**src/rtl/balance_pkg.sv**
```systemverilog
// Shared types, gains and saturation helpers for the self-balancing PID controller.
package balance_pkg;

    typedef enum logic [1:0] {StOff, StRamp, StRun} bal_state_e;

    localparam int P_COEFF = 12;
    localparam int D_COEFF = 7;

    localparam int unsigned ERR_W   = 10;
    localparam int unsigned DIFF_W  = 7;
    localparam int unsigned INTEG_W = 18;
    localparam int unsigned SPD_W   = 12;

    localparam int ERR_MAX   = 511;
    localparam int ERR_MIN   = -512;
    localparam int DIFF_MAX  = 63;
    localparam int DIFF_MIN  = -64;
    localparam int INTEG_MAX = 131071;
    localparam int INTEG_MIN = -131072;
    localparam int SPD_MAX   = 2047;
    localparam int SPD_MIN   = -2048;

    // Clamp a sign-extended value (any input width up to 32) to out_w signed bits.
    function automatic logic signed [31:0] sat_s(input logic signed [31:0] v,
                                                 input int unsigned out_w);
        logic signed [31:0] hi;
        logic signed [31:0] lo;
        hi = (32'sd1 <<< (out_w - 1)) - 32'sd1;
        lo = -hi - 32'sd1;
        if (v > hi) return hi;
        if (v < lo) return lo;
        return v;
    endfunction

endpackage

```
**src/rtl/balance_pid_if.sv**
```systemverilog
// Sample/command bus between the inertial stage, the PID block and the motor drivers.
interface balance_pid_if;
    logic               vld;
    logic signed [15:0] ptch;
    logic               pwr_up;
    logic               rider_off;
    logic signed [11:0] steer;
    logic signed [11:0] lft_spd;
    logic signed [11:0] rght_spd;
    logic               spd_vld;

    modport master (
        output vld, ptch, pwr_up, rider_off, steer,
        input  lft_spd, rght_spd, spd_vld
    );

    modport slave (
        input  vld, ptch, pwr_up, rider_off, steer,
        output lft_spd, rght_spd, spd_vld
    );
endinterface

```
**src/rtl/balance_pid.sv**
```systemverilog
// Two-stage pipelined PID balance controller with soft-start ramp and differential steering.
module balance_pid
    import balance_pkg::*;
(
    input logic         clk,
    input logic         rst,
    balance_pid_if.slave bus
);

    bal_state_e         state_q, state_d;
    logic [8:0]         ss_tmr_q, ss_tmr_d;
    logic signed [17:0] integ_q, integ_d;
    logic signed [9:0]  err, err_h1_q, err_h2_q;
    logic signed [14:0] p_val, p_q;
    logic signed [11:0] i_val, i_q;
    logic signed [9:0]  d_val, d_q;
    logic               s1_vld_q;
    logic signed [15:0] sum16;
    logic signed [11:0] pid, s_val, lft_val, rght_val;
    logic               out_zero;

    always_comb begin
        state_d  = state_q;
        ss_tmr_d = ss_tmr_q;
        if (!bus.pwr_up) begin
            state_d  = StOff;
            ss_tmr_d = '0;
        end else begin
            case (state_q)
                StOff:  state_d = StRamp;
                StRamp: begin
                    if (bus.vld) begin
                        ss_tmr_d = ss_tmr_q + 9'd1;
                        if (ss_tmr_q == 9'd510) state_d = StRun;
                    end
                end
                StRun:   state_d = StRun;
                default: state_d = StOff;
            endcase
        end
    end

    // Stage 1 terms; I deliberately uses the integrator before this sample is added.
    always_comb begin
        err   = 10'(sat_s(32'(bus.ptch), ERR_W));
        p_val = 15'(32'(err) * P_COEFF);
        i_val = integ_q[17:6];
        d_val = 10'(sat_s(32'(err) - 32'(err_h2_q), DIFF_W) * D_COEFF);
        integ_d = integ_q;
        if (!bus.pwr_up || bus.rider_off) begin
            integ_d = '0;
        end else if (bus.vld && state_q != StOff) begin
            integ_d = 18'(sat_s(32'(integ_q) + 32'(err), INTEG_W));
        end
    end

    always_comb begin
        sum16    = 16'(p_q) + 16'(i_q) + 16'(d_q);
        pid      = 12'(sat_s(32'(sum16), SPD_W));
        out_zero = bus.rider_off || !bus.pwr_up || (state_q == StOff);
        case (state_q)
            StRun:   s_val = pid;
            StRamp:  s_val = 12'((32'(pid) * 32'($signed({1'b0, ss_tmr_q}))) >>> 9);
            default: s_val = '0;
        endcase
        if (out_zero) s_val = '0;
        lft_val  = 12'(sat_s(32'(s_val) + 32'(bus.steer), SPD_W));
        rght_val = 12'(sat_s(32'(s_val) - 32'(bus.steer), SPD_W));
    end

    always_ff @(posedge clk) begin
        if (rst) begin
            state_q  <= StOff;
            ss_tmr_q <= '0;
            integ_q  <= '0;
            err_h1_q <= '0;
            err_h2_q <= '0;
        end else begin
            state_q  <= state_d;
            ss_tmr_q <= ss_tmr_d;
            integ_q  <= integ_d;
            if (!bus.pwr_up) begin
                err_h1_q <= '0;
                err_h2_q <= '0;
            end else if (bus.vld) begin
                err_h1_q <= err;
                err_h2_q <= err_h1_q;
            end
        end
    end

    always_ff @(posedge clk) begin
        if (rst) begin
            s1_vld_q     <= 1'b0;
            p_q          <= '0;
            i_q          <= '0;
            d_q          <= '0;
            bus.spd_vld  <= 1'b0;
            bus.lft_spd  <= '0;
            bus.rght_spd <= '0;
        end else begin
            s1_vld_q    <= bus.vld;
            bus.spd_vld <= s1_vld_q;
            if (bus.vld) begin
                p_q <= p_val;
                i_q <= i_val;
                d_q <= d_val;
            end
            // Zeroing is level-driven so outputs drop even with no sample in flight.
            if (out_zero) begin
                bus.lft_spd  <= '0;
                bus.rght_spd <= '0;
            end else if (s1_vld_q) begin
                bus.lft_spd  <= lft_val;
                bus.rght_spd <= rght_val;
            end
        end
    end

endmodule

```
**src/flat_wrapper.sv**
```systemverilog
// flat-port wrapper written by rule: the top's interface ports become plain ports
module balance_pid_flat import balance_pkg::*;
  (clk, rst, bus_vld, bus_ptch, bus_pwr_up, bus_rider_off, bus_steer, bus_lft_spd, bus_rght_spd, bus_spd_vld);
  balance_pid_if bus_i ();
  input logic clk;
  input logic rst;
  input wire logic [$bits(bus_i.vld)-1:0] bus_vld;
  input wire logic [$bits(bus_i.ptch)-1:0] bus_ptch;
  input wire logic [$bits(bus_i.pwr_up)-1:0] bus_pwr_up;
  input wire logic [$bits(bus_i.rider_off)-1:0] bus_rider_off;
  input wire logic [$bits(bus_i.steer)-1:0] bus_steer;
  output wire logic [$bits(bus_i.lft_spd)-1:0] bus_lft_spd;
  output wire logic [$bits(bus_i.rght_spd)-1:0] bus_rght_spd;
  output wire logic [$bits(bus_i.spd_vld)-1:0] bus_spd_vld;
  assign bus_i.vld = bus_vld;
  assign bus_i.ptch = bus_ptch;
  assign bus_i.pwr_up = bus_pwr_up;
  assign bus_i.rider_off = bus_rider_off;
  assign bus_i.steer = bus_steer;
  assign bus_lft_spd = bus_i.lft_spd;
  assign bus_rght_spd = bus_i.rght_spd;
  assign bus_spd_vld = bus_i.spd_vld;
  balance_pid u_core (.clk(clk), .rst(rst), .bus(bus_i));
endmodule
```
**config.mk**
```make
export PLATFORM = sky130hd
export DESIGN_NAME = balance_pid_flat
export DESIGN_NICKNAME = d
export VERILOG_FILES = /design/src/rtl/balance_pkg.sv /design/src/rtl/balance_pid_if.sv /design/src/rtl/balance_pid.sv /design/src/flat_wrapper.sv
export SDC_FILE = /design/constraint.sdc
export NUM_CORES = 1
export LEC_CHECK = 0
export CAP_MARGIN = 40
export CELL_PAD_IN_SITES_DETAIL_PLACEMENT = 1
export CELL_PAD_IN_SITES_GLOBAL_PLACEMENT = 1
export CORE_AREA = 2 2 244 186
export DETAILED_ROUTE_END_ITERATION = 8
export DIE_AREA = 0 0 246 188
export PLACE_DENSITY = 0.62
export SYNTH_ARGS = -nofsm -noshare
export SYNTH_HDL_FRONTEND = slang
export SYNTH_SLANG_ARGS = --single-unit
```
**constraint.sdc**
```tcl
create_clock -name clk -period 23.1 [get_ports clk]
set_clock_uncertainty 0.15 [all_clocks]
set_input_delay 2.31 -clock clk [delete_from_list [all_inputs] [get_ports clk]]
set_output_delay 2.31 -clock clk [all_outputs]
set_load 0.01 [all_outputs]
```
* Yosys cells after proc, flatten, opt, wreduce, memory -nomap -nowiden
Cells that the tools add are included.
** Word-level totals
- Register bits :: 110
- Bits of input ports :: 33
- Output and inout bits :: 25
- Logic and storage cells :: 102
** Cells by class
- Add/subtract/negate cells :: 7
- Multiply operators :: 3
- Order comparisons :: 12
- Equality and inequality tests :: 5
- Muxes and demuxes :: 51
- Bitwise operators :: 1
- Reduce and logical (&&, ||, !) cells :: 11
** Operator list (number)
- two-way mux 12 bit :: 13
- two-way mux 32 bit :: 4
- two-way mux 18 bit :: 4
- two-way mux 10 bit :: 4
- > comparator 32 x 7 -> 1 bit, second input constant :: 1
- less-than comparator 32 x 7 -> 1 bit, second input constant :: 1
- multiplier 32 x 4 -> 10 bit, second input constant :: 1
- > comparator 13 x 12 -> 1 bit, second input constant :: 2
- less-than comparator 13 x 12 -> 1 bit, second input constant :: 2
- one-hot mux 12 bit (2 select lines) :: 1
- two-way mux 1 bit :: 22
- multiplier 12 x 10 -> 21 bit :: 1
- adder 18 x 10 -> 19 bit :: 1
- > comparator 19 x 18 -> 1 bit, second input constant :: 1
- less-than comparator 19 x 18 -> 1 bit, second input constant :: 1
- adder 15 x 12 -> 16 bit :: 1
- adder 16 x 10 -> 16 bit :: 1
- > comparator 16 x 10 -> 1 bit, second input constant :: 1
- > comparator 16 x 12 -> 1 bit, second input constant :: 1
- less-than comparator 16 x 10 -> 1 bit, second input constant :: 1
- less-than comparator 16 x 12 -> 1 bit, second input constant :: 1
- adder 12 x 12 -> 13 bit :: 1
- multiplier 10 x 3 -> 13 bit, second input constant :: 1
- subtractor 12 x 12 -> 13 bit :: 1
- 17 further kinds :: 22

* Logic depth before layout (Yosys ltp)
Gate-level depths: netlist of the first run.
- Word-level depth :: 16
- Gate-level depth with buffers :: 49
- Mapped depth without buffers :: 49

* Least setup slack after synthesis of the first run
OpenSTA, ideal clock, no wires.
- Kind :: register to register
- Start point :: register u_core.d_q[3]
- End point :: register u_core.bus.rght_spd[2]
- Library setup time :: 0.130 ns
- Arrival :: 10.104 ns
- Data required time :: 22.820 ns
- Setup slack :: 12.715 ns
- Stages on the path, launching flop included :: 45
- Path buffers :: 1
- Clock period less this slack :: 10.385 ns
- Cell sequence :: dfxtp_1 fa_1 ha_1 nor2b_4 o31a_1 o2111a_1 or4_4 a21o_1 o22ai_1 a22oi_1 and2_1 fa_1 fa_1 inv_1 fa_1 inv_1 fa_1 inv_1 [9 not listed] o21bai_1 xor2_1 a22oi_1 nor2_1 ha_1 inv_1 a21oi_1 o21ai_0 a21oi_1 o21ai_0 a21oi_1 o21ai_0 a32oi_1 o31ai_1 a21boi_2 and2_4 buf_12 a21oi_4
** Between the ends
- Word-level cells in the longest chain between the ends :: 15
- Elaborated cells between the ends (all ways) :: 21
- Those cells by class :: 2 x add/sub; 1 x mul; 4 x order compare; 14 x mux
** RTL lines
- start, declared :: line balance_pid.sv:16 : logic signed [9:0] d_val, d_q;
- start signal, assigned :: line balance_pid.sv:107 : d_q <= d_val;
- adder 16 x 10 -> 16 bit * :: line balance_pid.sv:58 : sum16 = 16'(p_q) + 16'(i_q) + 16'(d_q);
- less-than comparator 16 x 12 -> 1 bit :: line balance_pkg.sv:31 : if (v < lo) return lo;
- two-way mux 1 bit (2 in series) :: line balance_pkg.sv:31
- two-way mux 12 bit :: line balance_pkg.sv:32 : return v;
- two-way mux 12 bit * :: line balance_pkg.sv:31
- multiplier 12 x 10 -> 21 bit :: line balance_pid.sv:63 : StRamp: s_val = 12'((32'(pid) * 32'($signed({1'b0, ss_tmr_q}))) >>> 9);
- one-hot mux 12 bit (2 select lines) * :: line balance_pid.sv:61 : case (state_q)
- two-way mux 12 bit * :: line balance_pid.sv:66 : if (out_zero) s_val = '0;
- subtractor 12 x 12 -> 13 bit * :: line balance_pid.sv:68 : rght_val = 12'(sat_s(32'(s_val) - 32'(bus.steer), SPD_W));
- less-than comparator 13 x 12 -> 1 bit :: line balance_pkg.sv:31
- two-way mux 1 bit (2 in series) :: line balance_pkg.sv:31
- two-way mux 12 bit :: line balance_pkg.sv:32
- two-way mux 12 bit * :: line balance_pkg.sv:31
- end signal, assigned :: line balance_pid.sv:115 : bus.rght_spd <= rght_val;
- end, declared :: line balance_pid_if.sv:19 : output lft_spd, rght_spd, spd_vld
Every way passes the cells marked *; elsewhere a longest branch is shown, timed or not. The select of a mux whose other input is x is not followed.
A chain may end at the register's enable or synchronous reset.

* Worst setup path after layout of the first run
- Start point :: register u_core.d_q[3]
- End point :: register u_core.bus.rght_spd[5]
The elaborated chain is that of the path after synthesis.

==> flow_summary.toml, run 1 <==
[synth]
synth_top_family_by_area = "adder cells"
seq_area_frac_synth = 0.1696
synth_edf_count = 0
syn_area_per_cell_um2 = 8.483
yosys_warnings = 0
async_reset_ff_frac = 0
synth-simple-area-share = 0.1510
netlist_instances = 1531
syn-num-nets = 1828
synth-compound-area-share = 0.1873
ys_ff_latch = 110
synth_mux_area_frac = 0.03940
synth_ff_type = "dfxtp_1"
syn_area_mm2 = 0.01299
synth_xor_xnor_area_share = 0.05790
synth_fa_ha_area_frac = 0.3237
synth_cell_types = 78

[drt]
wire_per_inst_um = 17.27
drcViolationCount = 0
detail-route-antenna-nets = 0
via_per_inst = 4.931
vias = 10630
drt_iter0_drc = 420
dr.pass1.iters = 4
postRouteWirelength_mm = 37.21

[floorplanning]
pin_count = 58
dieArea_mm2 = 0.04625
die_y_um = 188
fp.coreArea_mm2 = 0.04401
fp-row-count = 67
start_util = 0.2951
die_w_um = 246

[clock_network]
cts_hold_buf = 0
clkSinkCount = 110
cts_max_level = 3
cts_resized = 0
path_clk_slew_ns = 0.09
cts_buffer_depth = 2
cts-buffers-inserted = 9
cts_tree = "built"
clk-insertion-delay-late_ns = 0.38
cts_setup_buffers = 0
clock-root-buffer = "clkbuf_16"

[worst_setup_path]
crit_start = "u_core.d_q[3]"
crit_fanout = 14
arrival_ns = 12.42
cp-end-kind = "flip-flop"
max_stage_delay_ns = 0.83
crit_type = "reg2reg"
critPathSlowestCell = "a21oi_1"
r2r-start = "u_core.d_q[3]"
start_kind = "flip-flop"
cp_data_required_time_ns = 23.21

[layout]
syn_to_final_growth_pct = 11.82
final_area_mm2 = 0.01452
drive_gt1_frac = 0.04145
final_core_utilization = 0.3300
finalNetCount = 1860

[place]
place_area_mm2 = 0.01423
io_buffers = 57
hpwl_mm = 30.25
place_congestion = 0.8564
pre_cts_slack_ns = 10.85

[grt]
grt_overflow = 0
antenna_found_initial = 0
grt_pass1_wl_mm = 60.80
grt_pass1_vias = 11160
grtUsageTotal = 0.1645
grt_max_degree = 45

[power]
vdd_drop_max_uv = 53.73
seqPwrFrac = 0.262
switching_share = 0.4713
p_clk_frac = 0.203
combPwrFrac = 0.535
pwr_density_cell_mw_per_mm2 = 55.23
internal_power_w = 0.0004240
power.leakage_nw = 6.837
p_sw_w = 0.0003780

[sta]
rsz0062_at_grt = "no"
worst_slew_pin_slew_ns = 0.9990
fin_crit_sh = 0.5328
min_period_ns = 12.31
setup_tns_ns = 0
setup_viol = 0
slew_viol_final = 0
timing.slew.headroom = 0.3340
holdWs_ns = 0.3274
hold_viol_final = 0
fin_ws_ns = 10.79
fmax_ghz = 0.08125

[hold_path]
min_from = "u_core.err_h1_q[0]"
hold_class = "reg2reg"

[run_status]
status = "finished clean"

[job]
maxCapViolCount = 0
layer usage:
layer | vias up | GRT usage | share of wire
met2 | 116 | 0.2500 | 0.42
met5 | - | 0 | 0
met1 | 5261 | 0.2479 | 0.54
li1 | 5222 | - | -
met3 | 27 | 0.02118 | 0.029
met4 | 0 | 0.03100 | 0.012
power groups by stage:
| stage | combinational, W | clock (W) | sequential (W) |
|---|---|---|---|
| after detailed placement | 0.000428 | 0 | 0.000214 |
| after global routing | 0.000473 | 0.000175 | 0.000212 |
| after CTS | 0.000432 | 0.000169 | 0.000210 |
| after global placement | 0.000411 | 0 | 0.000214 |
| after floorplan | 0.000280 | 0 | 0.000212 |
| final | 0.000429 | 0.000163 | 0.000210 |
per-stage QoR:
step	instances	total power [W]
floorplan	1531	0.0004912
global placement	2133	0.0006255
detailed placement	2138	0.0006425
CTS	2154	0.0008104
global route	2154	0.0008604
finish	2155	0.0008020
area by class of cell:
class	count	area, µm²
timing repair buffer	72	720.7
multi-input combinational	1179	9861
tap	586	733.2
clock inverter	6	57.56
antenna	1	2.502
clock buffer	10	229.0
sequential	110	2202
fill	5184	29490
inverter	191	716.9
layout by cell type, fill, tap and decap left out, types with 14 or more instances in the layout:
cell type        Yosys  layout
inv_1              191     191
ha_1               148     148
nor2_1             138     138
fa_1               116     116
a21oi_1            115     115
dfxtp_1            110     110
nand2_1             98      98
o21ai_0             96      96
clkdlybuf4s50_1      0      56
xnor2_1             53      53
mux2i_1             50      50
nor2b_1             40      40
a21o_1              34      34
xor2_1              31      31
and2_1              29      29
nand2b_1            18      18
o21a_1              17      17
o21bai_1            16      16
nand3_1             16      16
nor3_1              14      14
buf_4                0      14
cell families after synthesis:
kind of cell / after synthesis
simple gates: 406
compound gates: 370
fa+ha+maj: 267
buf+inv: 242
flops: 110
xor+xnor: 85
mux: 51
worst max-delay path, delay by kind of cell (launching register included):
family                     cells  cell delay [ns]
adders and majority gates      9             4.04
xor gates and xnor gates       1             0.15
DFF                            1             0.35
buffers and inverters          5             0.47
and+or+nand+nor               11             2.45
AOI/OAI and AO/OA             18             4.56
flip-flops by register name, summed over array words and instances (netlist names), 2 cells and up:
register / flops
u_core.err_h2_q: 10
u_core.ss_tmr_q: 9
u_core.d_q: 10
u_core.err_h1_q: 10
u_core.integ_q: 18
u_core.bus.lft_spd: 12
u_core.state_q: 2
u_core.p_q: 13
u_core.i_q: 12
u_core.bus.rght_spd: 12
Yosys cell counts, types with 9 or more instances:
cell type	instances	area, µm²
ha_1	148	1852
clkbuf_1	45	168.9
and3_1	11	68.82
nor2b_1	40	250.2
nand2_1	98	367.9
nor3_1	14	70.07
o21bai_1	16	120.1
dfxtp_1	110	2202
nor2_1	138	518.0
nand3_1	16	80.08
nand2b_1	18	112.6
fa_1	116	2322
o21ai_0	96	480.5
o21a_1	17	127.6
mux2i_1	50	500.5
a211oi_1	10	75.07
and2_1	29	181.4
inv_1	191	716.9
xor2_1	31	271.5
nand4_1	9	56.30
a21oi_1	115	575.6
xnor2_1	53	464.2
a21o_1	34	255.2
path summary, 6_finish.rpt:
path | end | slack [ns] | cells after the start
min | u_core.err_h1_q[0] | 0.33 | 2
max reg2reg | u_core.bus.rght_spd[5] | 10.79 | 44
min reg2reg | u_core.err_h1_q[0] | 0.33 | 2
max | u_core.bus.rght_spd[5] | 10.79 | 44
Power figures use the tool's default switching activity.
==> run 2, diff against run 1 <==
--- a/config.mk
+++ b/config.mk
@@ -11,7 +11,7 @@
 export CORE_AREA = 2 2 244 186
 export DETAILED_ROUTE_END_ITERATION = 8
 export DIE_AREA = 0 0 246 188
-export PLACE_DENSITY = 0.62
+export PLACE_DENSITY = 0.64
 export SYNTH_ARGS = -nofsm -noshare
 export SYNTH_HDL_FRONTEND = slang
 export SYNTH_SLANG_ARGS = --single-unit
==> constraint.sdc (replaced) <==
create_clock -name clk -period 11.2 [get_ports clk]
set_clock_uncertainty 0.15 [all_clocks]
set_input_delay 1.12 -clock clk [delete_from_list [all_inputs] [get_ports clk]]
set_output_delay 1.12 -clock clk [all_outputs]
set_load 0.01 [all_outputs]
==> run 2 against run 1 <==
  * Sequential power is 100% higher
  * Wire length up 4.7%
  * Non-clock buffer count grew 56
==> flow_summary.toml, run 2 (synthesis results as in run 1) <==
[drt]
drcViolationCount = 0
via_per_inst = 4.977
drt_iter0_drc = 460
vias = 11010
postRouteWirelength_mm = 38.96
wire_per_inst_um = 17.62
dr.pass1.iters = 5
detail-route-antenna-nets = 0

[grt]
grt_pass1_wl_mm = 62.33
antenna_found_initial = 1
grtUsageTotal = 0.1681
grt_overflow = 0
grt_max_degree = 46
grt_pass1_vias = 11490

[worst_setup_path]
crit_fanout = 7
crit_type = "reg2reg"
arrival_ns = 10.88
cp-end-kind = "flip-flop"
ff2ff_path_depth = 44
cpMostUsedCell = "fa_1"
start_kind = "flip-flop"
r2r_slack_ns = 0.48
cp_data_required_time_ns = 11.35
critPathSlowestCell = "fa_1"
worstPathBufferInverterCount = 6
max_stage_delay_ns = 0.59
critPathTopFamily = "adder cells"
cp.depth = 44

[floorplanning]
die_w_um = 246
start_util = 0.2951
dieArea_mm2 = 0.04625
fp.coreArea_mm2 = 0.04401
die_y_um = 188
pin_count = 58
fp-row-count = 67

[place]
place_congestion = 0.8431
dp_cells = 2175
place_area_mm2 = 0.01448
io_buffers = 57
hpwl_mm = 31.44

[layout]
finalNetCount = 1917
layout_commonest_cell = "inv_1"
final_cell_mix = "inv_1 (190), ha_1 (144), nor2_1 (135)"
top_register = "u_core.integ_q"
final_cells = 2211
final_area_mm2 = 0.01526
syn_to_final_growth_pct = 17.49
drive_gt1_frac = 0.1114
largest_register_ffs = 18
reg_top3 = "u_core.integ_q x18, u_core.p_q x13"
antennaDiodeCount = 0
fill_cells = 5156

[sta]
worst_slew_pin_slew_ns = 0.8620
timing.slew.headroom = 0.4178
hold_viol_final = 0
slew_viol_final = 0
setup_viol = 0
min_period_ns = 10.72
fmax_ghz = 0.09324
fin_crit_sh = 0.9576

[power]
combPwrFrac = 0.598
seqPwrFrac = 0.228
internal_power_w = 0.001019
vdd_drop_max_uv = 78.77
pwr_density_cell_mw_per_mm2 = 123.2
switching_share = 0.4581
power.leakage_nw = 7.146
p_clk_frac = 0.174
p_sw_w = 0.0008613

[clock_network]
clkSinkCount = 110
cts_tree = "built"
clock-root-buffer = "clkbuf_16"
cts_max_level = 3
path_clk_slew_ns = 0.08
clk-insertion-delay-late_ns = 0.37
cts_hold_buf = 0
cts_buffer_depth = 2
cts-buffers-inserted = 9

[hold_path]
hold_class = "reg2reg"
min_path_cells = 2

[job]
maxCapViolCount = 0

[run_status]
status = "finished clean"
[run 2: routing by layer]
metal	global-route usage	up-vias	share of wire
met2	0.2552	129	0.43
met1	0.2500	5515	0.51
met3	0.02762	29	0.038
met5	0	-	0
li1	-	5332	-
met4	0.03077	0	0.015
[run 2: power by group through the flow]
stage / logic (W) / registers (W) / clock network (W)
after floorplan: 0.000577 / 0.000436 / 0
after global placement: 0.000946 / 0.000439 / 0
after detailed placement: 0.000975 / 0.000439 / 0
after CTS: 0.000983 / 0.000430 / 0.000341
after global routing: 0.00122 / 0.000432 / 0.000356
final: 0.00112 / 0.000429 / 0.000327
[run 2: tightest hold or removal path, cell delays in order, from the launching register on]
cell and delay (ns):
dfxtp_2 0.33, nand2b_1 0.06, a21oi_1 0.06
[run 2: cell type report]
cell class	count	area (µm²)	area share
clock inverters	6	62.56	0.004100
well taps	586	733.2	0.04805
repair buffers	128	1136	0.07446
clock buffers	10	229.0	0.01501
inverters	191	716.9	0.04699
flip-flops and latches	110	2205	0.1445
multi-input cells	1180	10180	0.6669
[run 2: worst paths after layout]
kind                 startpoint                     to
hold / removal    u_core.p_q[2]          u_core.p_q[2]
setup / recovery  u_core.p_q[3]  u_core.bus.lft_spd[6]
setup reg to reg  u_core.p_q[3]  u_core.bus.lft_spd[6]
hold reg to reg   u_core.p_q[2]          u_core.p_q[2]
[run 2: per-stage QoR]
step | utilization | total power, W | hold WS [ns] | worst slack (ns) | TNS (ns)
2_1_floorplan | - | 0.001013 | 0.3001 | 0.8155 | 0
3_3_place_gp | 0.3283 | 0.001385 | 0.3125 | 0.1838 | 0
3_5_place_dp | 0.3290 | 0.001414 | 0.3241 | 0.08685 | 0
4_1_cts | 0.3356 | 0.001754 | 0.3384 | 0.02325 | 0
5_1_grt | 0.3467 | 0.002005 | 0.3579 | -0.1121 | -1.522
6_report | 0.3467 | 0.001880 | 0.3310 | 0.4753 | 0
[run 2: timing repair]
item                                    4_1_cts  5_1_grt
endpoints found under the setup margin        0       24
setup buffers                                 0       18
gates resized for setup                       0       78
==> run 3, diff against run 2 <==
--- a/config.mk
+++ b/config.mk
@@ -5,7 +5,6 @@
 export SDC_FILE = /design/constraint.sdc
 export NUM_CORES = 1
 export LEC_CHECK = 0
-export CAP_MARGIN = 40
 export CELL_PAD_IN_SITES_DETAIL_PLACEMENT = 1
 export CELL_PAD_IN_SITES_GLOBAL_PLACEMENT = 1
 export CORE_AREA = 2 2 244 186
==> run 3 against run 2 <==
  * Sequential share of layout area is essentially flat
  * Global-route usage grew 0.080 points
  * Sequential power is essentially flat
  * Clock power is essentially flat
  * Final area is essentially flat
  * Critical path type unchanged
  * Largest cell class unchanged
  * Highest routed layer is now met5
==> flow_summary.toml, run 3 (synthesis results as in run 1) <==
[run_status]
status = "finished clean"

[layout]
layout_commonest_cell = "inv_1"
reg_top3 = "u_core.integ_q x18, u_core.p_q x13"
antennaDiodeCount = 0
fill_cells = 5147
multi_input_area_mm2 = 0.01017
top_register = "u_core.integ_q"
largest_register_ffs = 18
final_cell_mix = "inv_1 (189), ha_1 (145), nor2_1 (133)"
register_area_mm2 = 0.002203
final_area_mm2 = 0.01525
syn_to_final_growth_pct = 17.40
finalNetCount = 1919
drive_gt1_frac = 0.1143

[grt]
grt_max_degree = 46
antenna_found_initial = 2
grt_overflow = 0
grtUsageTotal = 0.1689
grt_pass1_vias = 11560
grt_pass1_wl_mm = 62.48

[drt]
vias = 10980
drt_iter0_drc = 518
wire_per_inst_um = 17.51
via_per_inst = 4.961
detail-route-antenna-nets = 0
dr.pass1.iters = 4
drcViolationCount = 0
postRouteWirelength_mm = 38.75

[clock_network]
path_clk_slew_ns = 0.09
cts_tree = "built"
clk-insertion-delay-late_ns = 0.37
clock-root-buffer = "clkbuf_16"
cts_buffer_depth = 2
clkSinkCount = 110
cts_max_level = 3
cts-buffers-inserted = 9
cts_hold_buf = 0

[worst_setup_path]
max_stage_delay_ns = 0.59
start_kind = "flip-flop"
cp-end-kind = "flip-flop"
crit_type = "reg2reg"
crit_fanout = 6
cp_data_required_time_ns = 11.32
cpMostUsedCell = "fa_1"
arrival_ns = 10.87
critPathSlowestCell = "fa_1"

[floorplanning]
fp.coreArea_mm2 = 0.04401
die_y_um = 188
dieArea_mm2 = 0.04625
start_util = 0.2951
pin_count = 58
fp-row-count = 67
die_w_um = 246

[place]
pre_cts_slack_ns = -0.03583
place_congestion = 0.8431
place_area_mm2 = 0.01445
hpwl_mm = 31.30
io_buffers = 57

[job]
maxCapViolCount = 0

[power]
switching_share = 0.4572
internal_power_w = 0.001015
p_total_w = 0.001870
combPwrFrac = 0.595
vdd_drop_max_uv = 96.60
seqPwrFrac = 0.230
power.leakage_nw = 7.145
p_sw_w = 0.0008550
pwr_density_cell_mw_per_mm2 = 122.7
p_clk_frac = 0.175

[sta]
rsz0062_at_grt = "yes"
slew_viol_final = 0
setup_viol = 0
min_period_ns = 10.76
timing.slew.headroom = 0.2130
fin_crit_sh = 0.9605
fin_ws_ns = 0.4421
worst_slew_pin_slew_ns = 1.176
fmax_ghz = 0.09295
holdWs_ns = 0.3287
hold_viol_final = 0

[hold_path]
hold_class = "reg2reg"
==> run 3: area by class of cell <==
| class | instances | area share |
|---|---|---|
| tap | 586 | 0.04809 |
| timing repair buffer | 130 | 0.07410 |
| multi-input combinational | 1180 | 0.6673 |
| clock buffer | 10 | 0.01502 |
| sequential | 110 | 0.1445 |
| inverter | 191 | 0.04702 |
| clock inverter | 6 | 0.003939 |
==> run 3: per-stage QoR <==
step           cells    util  setup TNS (ns)
2_1_floorplan   1531       -               0
3_3_place_gp    2172  0.3283               0
3_5_place_dp    2172  0.3283         -0.2822
4_1_cts         2188  0.3352               0
5_1_grt         2213  0.3464          -1.862
6_report        2213  0.3464               0
==> run 3: path summary, 6_finish.rpt <==
check / startpoint / endpoint / slack, ns / cells after the start
worst min register to register: u_core.p_q[2] / u_core.p_q[2] / 0.33 / 2
worst max-delay path: u_core.p_q[3] / u_core.bus.lft_spd[0] / 0.44 / 51
worst min-delay path: u_core.p_q[2] / u_core.p_q[2] / 0.33 / 2
worst max register to register: u_core.p_q[3] / u_core.bus.lft_spd[0] / 0.44 / 51
==> run 3: timing repair <==
action,in CTS,in global routing
pin swaps,0,48
setup endpoints to repair,20,24
hold endpoints to repair,0,0
cloned,0,2
resized for setup,3,81
setup buffers,0,23
==> run 3: critical path: cells and delay by family (launching register included) <==
family / cells / cell delay [ns]
AOI/OAI and AO/OA: 15 / 2.53
xor gates and xnor gates: 1 / 0.17
adders and majority gates: 9 / 4.02
buffers and inverters: 10 / 0.92
DFF: 1 / 0.33
and+or+nand+nor: 16 / 2.52
==> run 3: power by group through the flow <==
stage	combinational [W]	clock [W]	sequential [W]
after floorplan	0.000577	0	0.000436
after global placement	0.000946	0	0.000439
after detailed placement	0.000972	0	0.000440
after CTS	0.000983	0.000338	0.000431
after global routing	0.00122	0.000355	0.000433
final	0.00111	0.000327	0.000431
==> run 3: per-layer routing <==
| metal | up-vias | track usage | part of all wire |
|---|---|---|---|
| met4 | 2 | 0.02727 | 0.012 |
| met5 | - | 0 | 0.00023 |
| met1 | 5468 | 0.2524 | 0.52 |
| met2 | 139 | 0.2551 | 0.43 |
| met3 | 31 | 0.02977 | 0.039 |
| li1 | 5339 | - | - |
